===== src/rtl/pipeline_hazard_ctrl_pkg.sv =====
// Shared state encodings, defaults and control bundle for the hazard sequencer.
package pipeline_hazard_ctrl_pkg;

    localparam logic [1:0] PHC_RUN      = 2'd0;
    localparam logic [1:0] PHC_LU_HOLD  = 2'd1;
    localparam logic [1:0] PHC_DIV_WAIT = 2'd2;

    localparam int MC_TIMEOUT_DEF = 64;

    typedef struct packed {
        logic stall_if;
        logic stall_id;
        logic stall_exe;
        logic stall_mem;
        logic flush_id;
        logic flush_exe;
        logic flush_mem;
    } hzd_ctrl_t;

    localparam hzd_ctrl_t CTRL_NONE   = hzd_ctrl_t'(7'b000_0000);
    localparam hzd_ctrl_t CTRL_EXE_LU = hzd_ctrl_t'(7'b111_0001);
    localparam hzd_ctrl_t CTRL_BRANCH = hzd_ctrl_t'(7'b000_0110);
    localparam hzd_ctrl_t CTRL_ID_LU  = hzd_ctrl_t'(7'b110_0010);

endpackage


===== src/rtl/stall_perf_counter.sv =====
// Free-running 32-bit wrapping event counter with enable.
module stall_perf_counter (
    input  logic        clk,
    input  logic        nrst,
    input  logic        en,
    output logic [31:0] count
);

    always_ff @(posedge clk or negedge nrst) begin
        if (!nrst)
            count <= '0;
        else if (en)
            count <= count + 32'd1;
    end

endmodule


===== src/rtl/pipeline_hazard_ctrl.sv =====
// Stall/flush sequencer: load-use hold, branch squash, bounded mul/div wait.
// Optional perf counters under STALL_PERF_CNT_EN.
module pipeline_hazard_ctrl
    import pipeline_hazard_ctrl_pkg::*;
#(
    parameter int MC_TIMEOUT = MC_TIMEOUT_DEF,
    parameter int MC_CNT_W   = 16
) (
    input  logic clk,
    input  logic nrst,
    input  logic hzd_exe_to_id_A,
    input  logic hzd_mem_to_id_A,
    input  logic hzd_mem_to_exe_A,
    input  logic hzd_mem_to_exe_B,
    input  logic exe_br_taken,
    input  logic exe_mc_start,
    input  logic exe_mc_done,
    output logic stall_if,
    output logic stall_id,
    output logic stall_exe,
    output logic stall_mem,
    output logic flush_id,
    output logic flush_exe,
    output logic flush_mem,
    output logic mc_timeout_err
`ifdef STALL_PERF_CNT_EN
    ,
    output logic [31:0] perf_stall_cycles,
    output logic [31:0] perf_flush_events
`endif
);

    localparam logic [MC_CNT_W-1:0] CNT_LAST = MC_CNT_W'(MC_TIMEOUT - 1);
    localparam logic [MC_CNT_W-1:0] CNT_ONE  = MC_CNT_W'(1);

    logic [1:0]          state_q, state_d;
    logic [MC_CNT_W-1:0] cnt_q, cnt_d;
    logic                err_d;
    logic                id_hzd, exe_hzd, hzd_live;
    hzd_ctrl_t           ctrl;

    assign id_hzd   = hzd_exe_to_id_A | hzd_mem_to_id_A;
    assign exe_hzd  = hzd_mem_to_exe_A | hzd_mem_to_exe_B;
    // The load has already advanced during LU_HOLD; forwarding covers it.
    assign hzd_live = (state_q == PHC_RUN);

    always_comb begin
        ctrl    = CTRL_NONE;
        state_d = state_q;
        cnt_d   = cnt_q;
        err_d   = mc_timeout_err;
        case (state_q)
            PHC_DIV_WAIT: begin
                if (exe_mc_done) begin
                    state_d = PHC_RUN;
                    cnt_d   = '0;
                end else if (cnt_q == CNT_LAST) begin
                    state_d = PHC_RUN;
                    cnt_d   = '0;
                    err_d   = 1'b1;
                end else begin
                    ctrl  = CTRL_EXE_LU;
                    cnt_d = cnt_q + CNT_ONE;
                end
            end
            default: begin
                state_d = PHC_RUN;
                if (exe_mc_start && !exe_mc_done) begin
                    ctrl    = CTRL_EXE_LU;
                    state_d = PHC_DIV_WAIT;
                    cnt_d   = CNT_ONE;
                end else if (exe_mc_start) begin
                    state_d = PHC_RUN;
                end else if (exe_hzd && hzd_live) begin
                    ctrl    = CTRL_EXE_LU;
                    state_d = PHC_LU_HOLD;
                end else if (exe_br_taken) begin
                    ctrl    = CTRL_BRANCH;
                end else if (id_hzd && hzd_live) begin
                    ctrl    = CTRL_ID_LU;
                    state_d = PHC_LU_HOLD;
                end
            end
        endcase
    end

    always_ff @(posedge clk or negedge nrst) begin
        if (!nrst) begin
            state_q        <= PHC_RUN;
            cnt_q          <= '0;
            mc_timeout_err <= 1'b0;
        end else begin
            state_q        <= state_d;
            cnt_q          <= cnt_d;
            mc_timeout_err <= err_d;
        end
    end

    assign stall_if  = nrst & ctrl.stall_if;
    assign stall_id  = nrst & ctrl.stall_id;
    assign stall_exe = nrst & ctrl.stall_exe;
    assign stall_mem = nrst & ctrl.stall_mem;
    assign flush_id  = nrst & ctrl.flush_id;
    assign flush_exe = nrst & ctrl.flush_exe;
    assign flush_mem = nrst & ctrl.flush_mem;

`ifdef STALL_PERF_CNT_EN
    stall_perf_counter u_stall_cnt (
        .clk   (clk),
        .nrst  (nrst),
        .en    (stall_if),
        .count (perf_stall_cycles)
    );

    stall_perf_counter u_flush_cnt (
        .clk   (clk),
        .nrst  (nrst),
        .en    (flush_id),
        .count (perf_flush_events)
    );
`endif

endmodule


===== config.mk =====
export PLATFORM = sky130hd
export DESIGN_NAME = pipeline_hazard_ctrl
export DESIGN_NICKNAME = d
export VERILOG_FILES = /design/src/rtl/pipeline_hazard_ctrl_pkg.sv /design/src/rtl/stall_perf_counter.sv /design/src/rtl/pipeline_hazard_ctrl.sv
export SDC_FILE = /design/constraint.sdc
export NUM_CORES = 1
export LEC_CHECK = 0
export ABC_AREA = 1
export BUFFER_PORTS_ARGS = -buffer_cell sky130_fd_sc_hd__buf_2
export CAP_MARGIN = 0
export CORE_MARGIN = 5
export CORE_UTILIZATION = 51
export DETAILED_ROUTE_END_ITERATION = 12
export HOLD_SLACK_MARGIN = 0.12
export PLACE_DENSITY = 0.74
export SYNTH_ARGS = -nofsm -noshare
export SYNTH_HDL_FRONTEND = slang
export SYNTH_HIERARCHICAL = 1
export SYNTH_SLANG_ARGS = --single-unit

===== constraint.sdc =====
create_clock -name clk -period 1.6 [get_ports clk]
set_clock_uncertainty 0.1 [all_clocks]
set_input_delay 0.32 -clock clk [delete_from_list [all_inputs] [get_ports clk]]
set_output_delay 0.32 -clock clk [all_outputs]
set_load 0.01 [all_outputs]

==> impl_results.md, run 1 <==
* Antenna violations before repair at 0
* Syn avg cell area at 6.74 sq um
* Root Buffer Master: sky130_fd_sc_hd__clkbuf_4
* Category of cells accounting for the largest share of critical-path delay: simple AND/OR/NAND/NOR gates
* Maximum level of the CTS H-tree at 1
* Yosys reg bits at 19
* Critical Path AT at 1550 ps
* Max Slew Vio Count at 0
* Hold Fails Final Rpt at 0
* Portion of netlist area occupied by mux cells at 0
* Number of DRC markers after the initial detailed-route iteration at 65
* Layout Nets at 256
* Fraction of layout instances using a drive strength above 1 at 0.363
* Router iterations before antenna repair at 4
* Buffering stage count on the worst path with inverters included at 1
* Chip Height at roughly 60 um
* Via Count at 1,478
* Critical path startpoint: cnt_q[12]
* Wire length of the first global-routing pass at slightly below 6000 um
* Path type of the worst min-delay path: in -> reg
* Initial core utilization at 0.526
* Post-route ant nets at 0
* Count of warnings emitted by yosys at 6
* Main combinational cell family by area after synthesis: simple AND/OR/NAND/NOR gates
* Number of cells on the critical path at 7
* Portion of the post-synthesis area used by sequential elements at 0.371
* Commonest cells after routing, fill and taps aside: sky130_fd_sc_hd__nand2_1 (57), sky130_fd_sc_hd__buf_4 (37), sky130_fd_sc_hd__inv_1 (22)
* Post-layout instance area at 0.00180 sq mm
* Startpoint Class: register
* Num Clock Sinks at 19
* Minimum hold slack at 222 ps
* Max stage delay on crit path at 420 ps
* Achievable Freq at 0.507 GHz
* Die span in x at 60.1 um
* Tot Pwr at 1.39 mW
* Violated checks: negative setup slack
* Overall Global Routing Usage at 0.218
* # DRC at 0
* Post-synthesis instance area at 0.00128 sq mm
* Net Count, Synth at 200
* Number of distinct library cell variants in the gate-level netlist after synthesis at 23
* Last weighted congestion value of the routability-driven placer at 0.855
* Die area at 0.00361 sq mm
* Final min period at 1970 ps
* Xor and xnor fraction of the mapped netlist area at 0.0479
* Overall routed net length at 3590 um
* Per-cell routed wire length at 13.1 um
* Required arrival time at the worst endpoint at 1180 ps
* Routing usage on met3 at 0.0346
* Final core utilization at 0.741
* Number of enable-type register cells in the synthesized netlist at 0
* Result of the run: finished with violations
* Vias in the first global route at about 1,300
* Row count at 18
* Detail-routed via count per cell at 5.37
* Critical-path cell list: nor2_2 > nand2_1 > nor2_2 > nand2_2 > a21oi_4 > a21oi_2 > buf_2
* Post-synthesis compound-gate area fraction at 0.0811
* Number of CTS-inserted buffers at 3
* Final critical-path share of the clock period at 1.23
* WHS Path Cells at 4
* Endpoint kind of the worst setup timing path: primary output
* Length in cells of the worst reg-to-reg path at 7
* Area share of and/or/nand/nor cells after synthesis at 0.395
* Clock tree from TritonCTS: done
* RR Startpoint: cnt_q[1]
* Count of placed standard cells in the final layout, fillers left out at around 280
* Later-pin clock latency in the skew report at 290 ps
* Most crowded layer after global routing: met2
* Most frequent standard cell in the layout excluding fill and tap cells: sky130_fd_sc_hd__nand2_1
* Type of the worst setup path: reg -> out
* Worst Path Max Fanout at 3
* Final setup violating endpoints at 10
* Number of max-cap violations at 0
* Leakage power summed over all cells at 0.973 nW
* Placed Instance Area at 0.00160 sq mm
* Port Buf Inserts at 15
* Total congestion overflow after global routing at 0
* Min-Delay Startpoint: exe_mc_start
* Setup ws final at -372 ps
* Post-synthesis adder-cell area fraction at 0.00978
* Minimum setup slack among reg-to-reg paths at -10 ps
* Share of async-settable or async-resettable flops after synthesis at 1.00
* DPL Wire Length at 2600 um
* Cell type of the slowest stage on the worst timing path: sky130_fd_sc_hd__dfrtp_1
* Power per unit of standard cell area at 770 mW/mm^2
* ANT cells at 0
* Dpl cells at 258
* Number of placed I/O pins at 17
* Register clock-pin slew on the reported worst setup and hold paths at around 110 ps
* Global Route met1 Usage at 0.270
* Top_reg_cell synth: sky130_fd_sc_hd__dfrtp_1
* Core area at roughly 0.0024 sq mm
* Post-Synthesis Cells at 190
* RSZ-0062 raised after global routing: true
* Worst-case vdd ir drop at 0.809 mV
* Library cell appearing most often on the critical path: sky130_fd_sc_hd__nor2_2
* Fill cells at 183
* GRT met2 Usage at 0.381
* Relative area change from synthesis to final layout at 40.8%
* Pin count of the biggest net entering global routing at 12
* Number of buffers between clock root and the deepest sink at 2
path summary, 6_finish.rpt:
kind / endpoint
setup / recovery: flush_mem
hold / removal: state_q[0]
setup reg to reg: cnt_q[4]
hold reg to reg: mc_timeout_err
max in group asynchronous: cnt_q[6]
min in group asynchronous: state_q[0]
sequential cells by signal (all words and copies together) (netlist names):
signal and count:
cnt_q 16, state_q 2, mc_timeout_err 1
kinds of logic after synthesis:
kind of cell,count (synthesis)
buf+inv,28
simple gates,118
other cells,1
flops,19
fa+ha+maj,1
compound gates,16
xor+xnor,7
layer usage:
layer	routed length (um)	vias to the layer above
li1	-	709
met1	1480	709
met2	1880	50
met3	164	10
met4	74	0
met5	0	-
synth_stat cells (all sizes together), types with 2 or more instances:
cell type	n	area, sq um
a21oi	4	31.3
dfrtp	19	475
nor2	33	124
xor2	5	43.8
o21bai	2	15.0
nand3	11	55.1
inv	24	90.1
xnor2	2	17.5
o21ai	9	48.8
buf	4	27.5
nand2	64	253
nand4	8	50.1
tightest hold or removal path: stages:
cell,delay [ps]
sky130_fd_sc_hd__buf_2,90
sky130_fd_sc_hd__inv_1,60
sky130_fd_sc_hd__nand2_1,80
sky130_fd_sc_hd__inv_1,40
cell type report:
class	count	area (sq um)	area share
inverter	24	90.1	0.0500
sequential	19	475	0.264
multi-input combinational	143	787	0.437
tap	30	37.5	0.0208
timing repair buffer	55	385	0.214
clock buffer	4	26.3	0.0146
where the power goes:
group | switching (mW) | leakage (nW) | internal (mW)
registers | 0.0552 | 0.259 | 0.525
clock network | 0.145 | 0.0150 | 0.0969
logic | 0.319 | 0.699 | 0.246
total | 0.519 | 0.973 | 0.868
stage by stage:
step                      TNS (ps)  setup WS (ps)
final                        -1660           -372
after global routing         -2700           -495
after CTS                    -1590           -390
after detailed placement      -323          -89.6
after global placement        -170          -44.1
after floorplan              -69.1          -34.7
what timing repair did:
action | in CTS | in global routing
resized for setup | 10 | 18
hold buffers | 1 | 0
pin swaps | 3 | 17
buffers inserted | 5 | 7
hold endpoints to repair | 19 | 0
setup endpoints to repair | 12 | 16
(Power assumes the default switching activity.)
==> run 2: changes to the inputs <==
--- a/config.mk
+++ b/config.mk
@@ -9,10 +9,10 @@
 export BUFFER_PORTS_ARGS = -buffer_cell sky130_fd_sc_hd__buf_2
 export CAP_MARGIN = 0
 export CORE_MARGIN = 5
-export CORE_UTILIZATION = 51
+export CORE_UTILIZATION = 60
 export DETAILED_ROUTE_END_ITERATION = 12
 export HOLD_SLACK_MARGIN = 0.12
-export PLACE_DENSITY = 0.74
+export PLACE_DENSITY = 0.82
 export SYNTH_ARGS = -nofsm -noshare
 export SYNTH_HDL_FRONTEND = slang
 export SYNTH_HIERARCHICAL = 1
==> constraint.sdc (replaced) <==
create_clock -name clk -period 2.5 [get_ports clk]
set_clock_uncertainty 0.1 [all_clocks]
set_input_delay 0.5 -clock clk [delete_from_list [all_inputs] [get_ports clk]]
set_output_delay 0.5 -clock clk [all_outputs]
set_load 0.01 [all_outputs]
==> run 2 against run 1 <==
Net effect:
- non-clock buffer count is 37 lower
- the flow now finishes without violations
- setup slack better by 580 ps
- hold slack better by 170 ps
- power is 46% lower
- critical endpoint unchanged
- register-to-register slack better by 800 ps
- critical path type unchanged
==> impl_results.md, run 2 (synthesis results as in run 1) <==
* Reg with most FFs: cnt_q (unchanged)
* Path type of the worst min-delay path: reg -> reg (was in -> reg)
* Num Clock Sinks at 19 (unchanged)
* Last weighted congestion value of the routability-driven placer at 0.920 (was 0.855)
* Die span in x at 56.2 um (was 60.1 um)
* Max Slew Vio Count at 0 (unchanged)
* RSZ-0062 raised after global routing: false (was true)
* Final critical-path share of the clock period at 0.915
* Total congestion overflow after global routing at 0 (unchanged)
* Maximum level of the CTS H-tree at 1 (unchanged)
* Final core utilization at 0.708 (was 0.741)
* Most frequent standard cell in the layout excluding fill and tap cells: sky130_fd_sc_hd__nand2_1 (unchanged)
* ANT cells at 0 (unchanged)
* Overall Global Routing Usage at 0.206 (was 0.218)
* Endpoint kind of the worst setup timing path: primary output (unchanged)
* Startpoint Class: register (unchanged)
* Post-layout instance area at 0.00142 sq mm (was 0.00180 sq mm)
* Commonest cells after routing, fill and taps aside: sky130_fd_sc_hd__nand2_1 (61), sky130_fd_sc_hd__nor2_1 (33), sky130_fd_sc_hd__inv_1 (23) (was sky130_fd_sc_hd__nand2_1 (57), sky130_fd_sc_hd__buf_4 (37), sky130_fd_sc_hd__inv_1 (22))
* Final setup violating endpoints at 0 (was 10)
* Required arrival time at the worst endpoint at 1900 ps (was 1180 ps)
* Layout Nets at 219 (was 256)
* Max FFs per register at 16 (unchanged)
* Die area at 0.00316 sq mm (was 0.00361 sq mm)
* Wire length of the first global-routing pass at 5210 um (was 5870 um)
* Relative area change from synthesis to final layout at 10.7% (was 40.8%)
* Post-route ant nets at 0 (unchanged)
* Pin count of the biggest net entering global routing at 18 (was 12)
* Type of the worst setup path: reg -> out (unchanged)
* Antenna violations before repair at 0 (unchanged)
* Result of the run: completed (was finished with violations)
* Number of buffers between clock root and the deepest sink at 2 (unchanged)
* Placed Instance Area at 0.00138 sq mm (was 0.00160 sq mm)
* Later-pin clock latency in the skew report at 300 ps (was 290 ps)
* Setup ws final at 212 ps (was -372 ps)
* Final min period at 2290 ps
* Register clock-pin slew on the reported worst setup and hold paths at 110 ps (about the same)
* Total negative setup slack at 0 ps (was -1660 ps)
* Number of max-cap violations at 0 (unchanged)
* Chip Height at 56.2 um (was 60.1 um)
* Leakage power summed over all cells at 0.766 nW (was 0.973 nW)
* Minimum hold slack at 388 ps (was 222 ps)
* Root Buffer Master: sky130_fd_sc_hd__clkbuf_4 (unchanged)
* Row count at 16 (was 18)
* # DRC at 0 (unchanged)
* Reg power frac at 0.479 (was 0.418)
* Tot Pwr at 0.751 mW (was 1.39 mW)
* Length in cells of the worst reg-to-reg path at 6 (was 7)
* Net switching component of the power at 0.275 mW (was 0.519 mW)
* Dpl cells at 230 (was 258)
* WHS Path Cells at 1 (was 4)
* Number of DRC markers after the initial detailed-route iteration at 41 (was 65)
* Fraction of layout instances using a drive strength above 1 at 0.139 (was 0.363)
* DPL Wire Length at 2310 um (was 2600 um)
* Relative contribution of combinational cells to total power at 0.315 (was 0.407)
* Largest registers: cnt_q (16), state_q (2), mc_timeout_err (1) (unchanged)
* Vias in the first global route at 1,247 (was 1,324)
* Count of placed standard cells in the final layout, fillers left out at 235 (was 275)
* Number of placed I/O pins at 17 (unchanged)
* Switch share at 0.367 (was 0.374)
* Core area at 0.00200 sq mm (was 0.00243 sq mm)
* Power per unit of standard cell area at 530 mW/mm^2 (was 770 mW/mm^2)
* Detail-routed via count per cell at 5.23 (was 5.37)
* Worst Path Max Fanout at 5 (was 3)
* Hold Fails Final Rpt at 0 (unchanged)
* Achievable Freq at 0.437 GHz
* Worst-case vdd ir drop at 0.470 mV (was 0.809 mV)
* Overall routed net length at 2910 um (was 3590 um)
* Internal Pwr Total at 0.475 mW (was 0.868 mW)
* Number of CTS-inserted buffers at 3 (unchanged)
* Via Count at 1,230 (was 1,478)
* Critical Path AT at 1690 ps (was 1550 ps)
* Port Buf Inserts at 15 (unchanged)
* Clock tree from TritonCTS: done (unchanged)
* Per-cell routed wire length at 12.4 um (was 13.1 um)
* Placement Setup Slack at 498 ps (was -89.6 ps)
* Initial core utilization at 0.639 (was 0.526)
* Router iterations before antenna repair at 4 (unchanged)
* Clock power frac at 0.206 (was 0.174)
## run 2: final cells by class
class / count / area [sq um]
multi-input combinational: 143 / 691
fill: 178 / 586
sequential: 19 / 475
timing repair buffer: 18 / 100
inverter: 24 / 90.1
tap: 27 / 33.8
clock buffer: 4 / 26.3
## run 2: critical path, cell delays in order (launching register included)
cell and delay [ps]:
sky130_fd_sc_hd__dfrtp_1 400, sky130_fd_sc_hd__ha_1 250, sky130_fd_sc_hd__nand3_1 140, sky130_fd_sc_hd__nor2_1 120, sky130_fd_sc_hd__nand2_1 90, sky130_fd_sc_hd__a21oi_2 180
sky130_fd_sc_hd__a21oi_1 70, sky130_fd_sc_hd__buf_2 140
## run 2: per-layer routing
layer,wire (um),vias to the layer above,track usage,share of wire
met3,137,4,0.0348,0.047
met4,29,0,0.0746,0.010
met1,1350,563,0.252,0.46
met5,0,-,0,0
met2,1400,32,0.361,0.48
li1,-,631,-,-
## run 2: final timing paths
path / start / end / slack [ps]
max: cnt_q[0] / flush_mem / 210
max in group asynchronous: nrst / cnt_q[3] / 1400
max reg2reg: cnt_q[0] / cnt_q[8] / 790
min: mc_timeout_err / mc_timeout_err / 390
min in group asynchronous: nrst / state_q[1] / 450
min reg2reg: mc_timeout_err / mc_timeout_err / 390
## run 2: power groups by stage
stage	Sequential (mW)	Clock [mW]	Combinational, mW
6_report	0.360	0.155	0.236
5_1_grt	0.365	0.174	0.268
4_1_cts	0.360	0.157	0.237
3_5_place_dp	0.366	0	0.233
3_3_place_gp	0.365	0	0.227
2_1_floorplan	0.362	0	0.171
## run 2: repair_timing
item | 4_1_cts | 5_1_grt
buffers inserted | 0 | 0
hold buffers | 1 | 0
endpoints found under the setup margin | 0 | 4
gates resized for setup | 0 | 1
endpoints found under the hold margin | 2 | 0
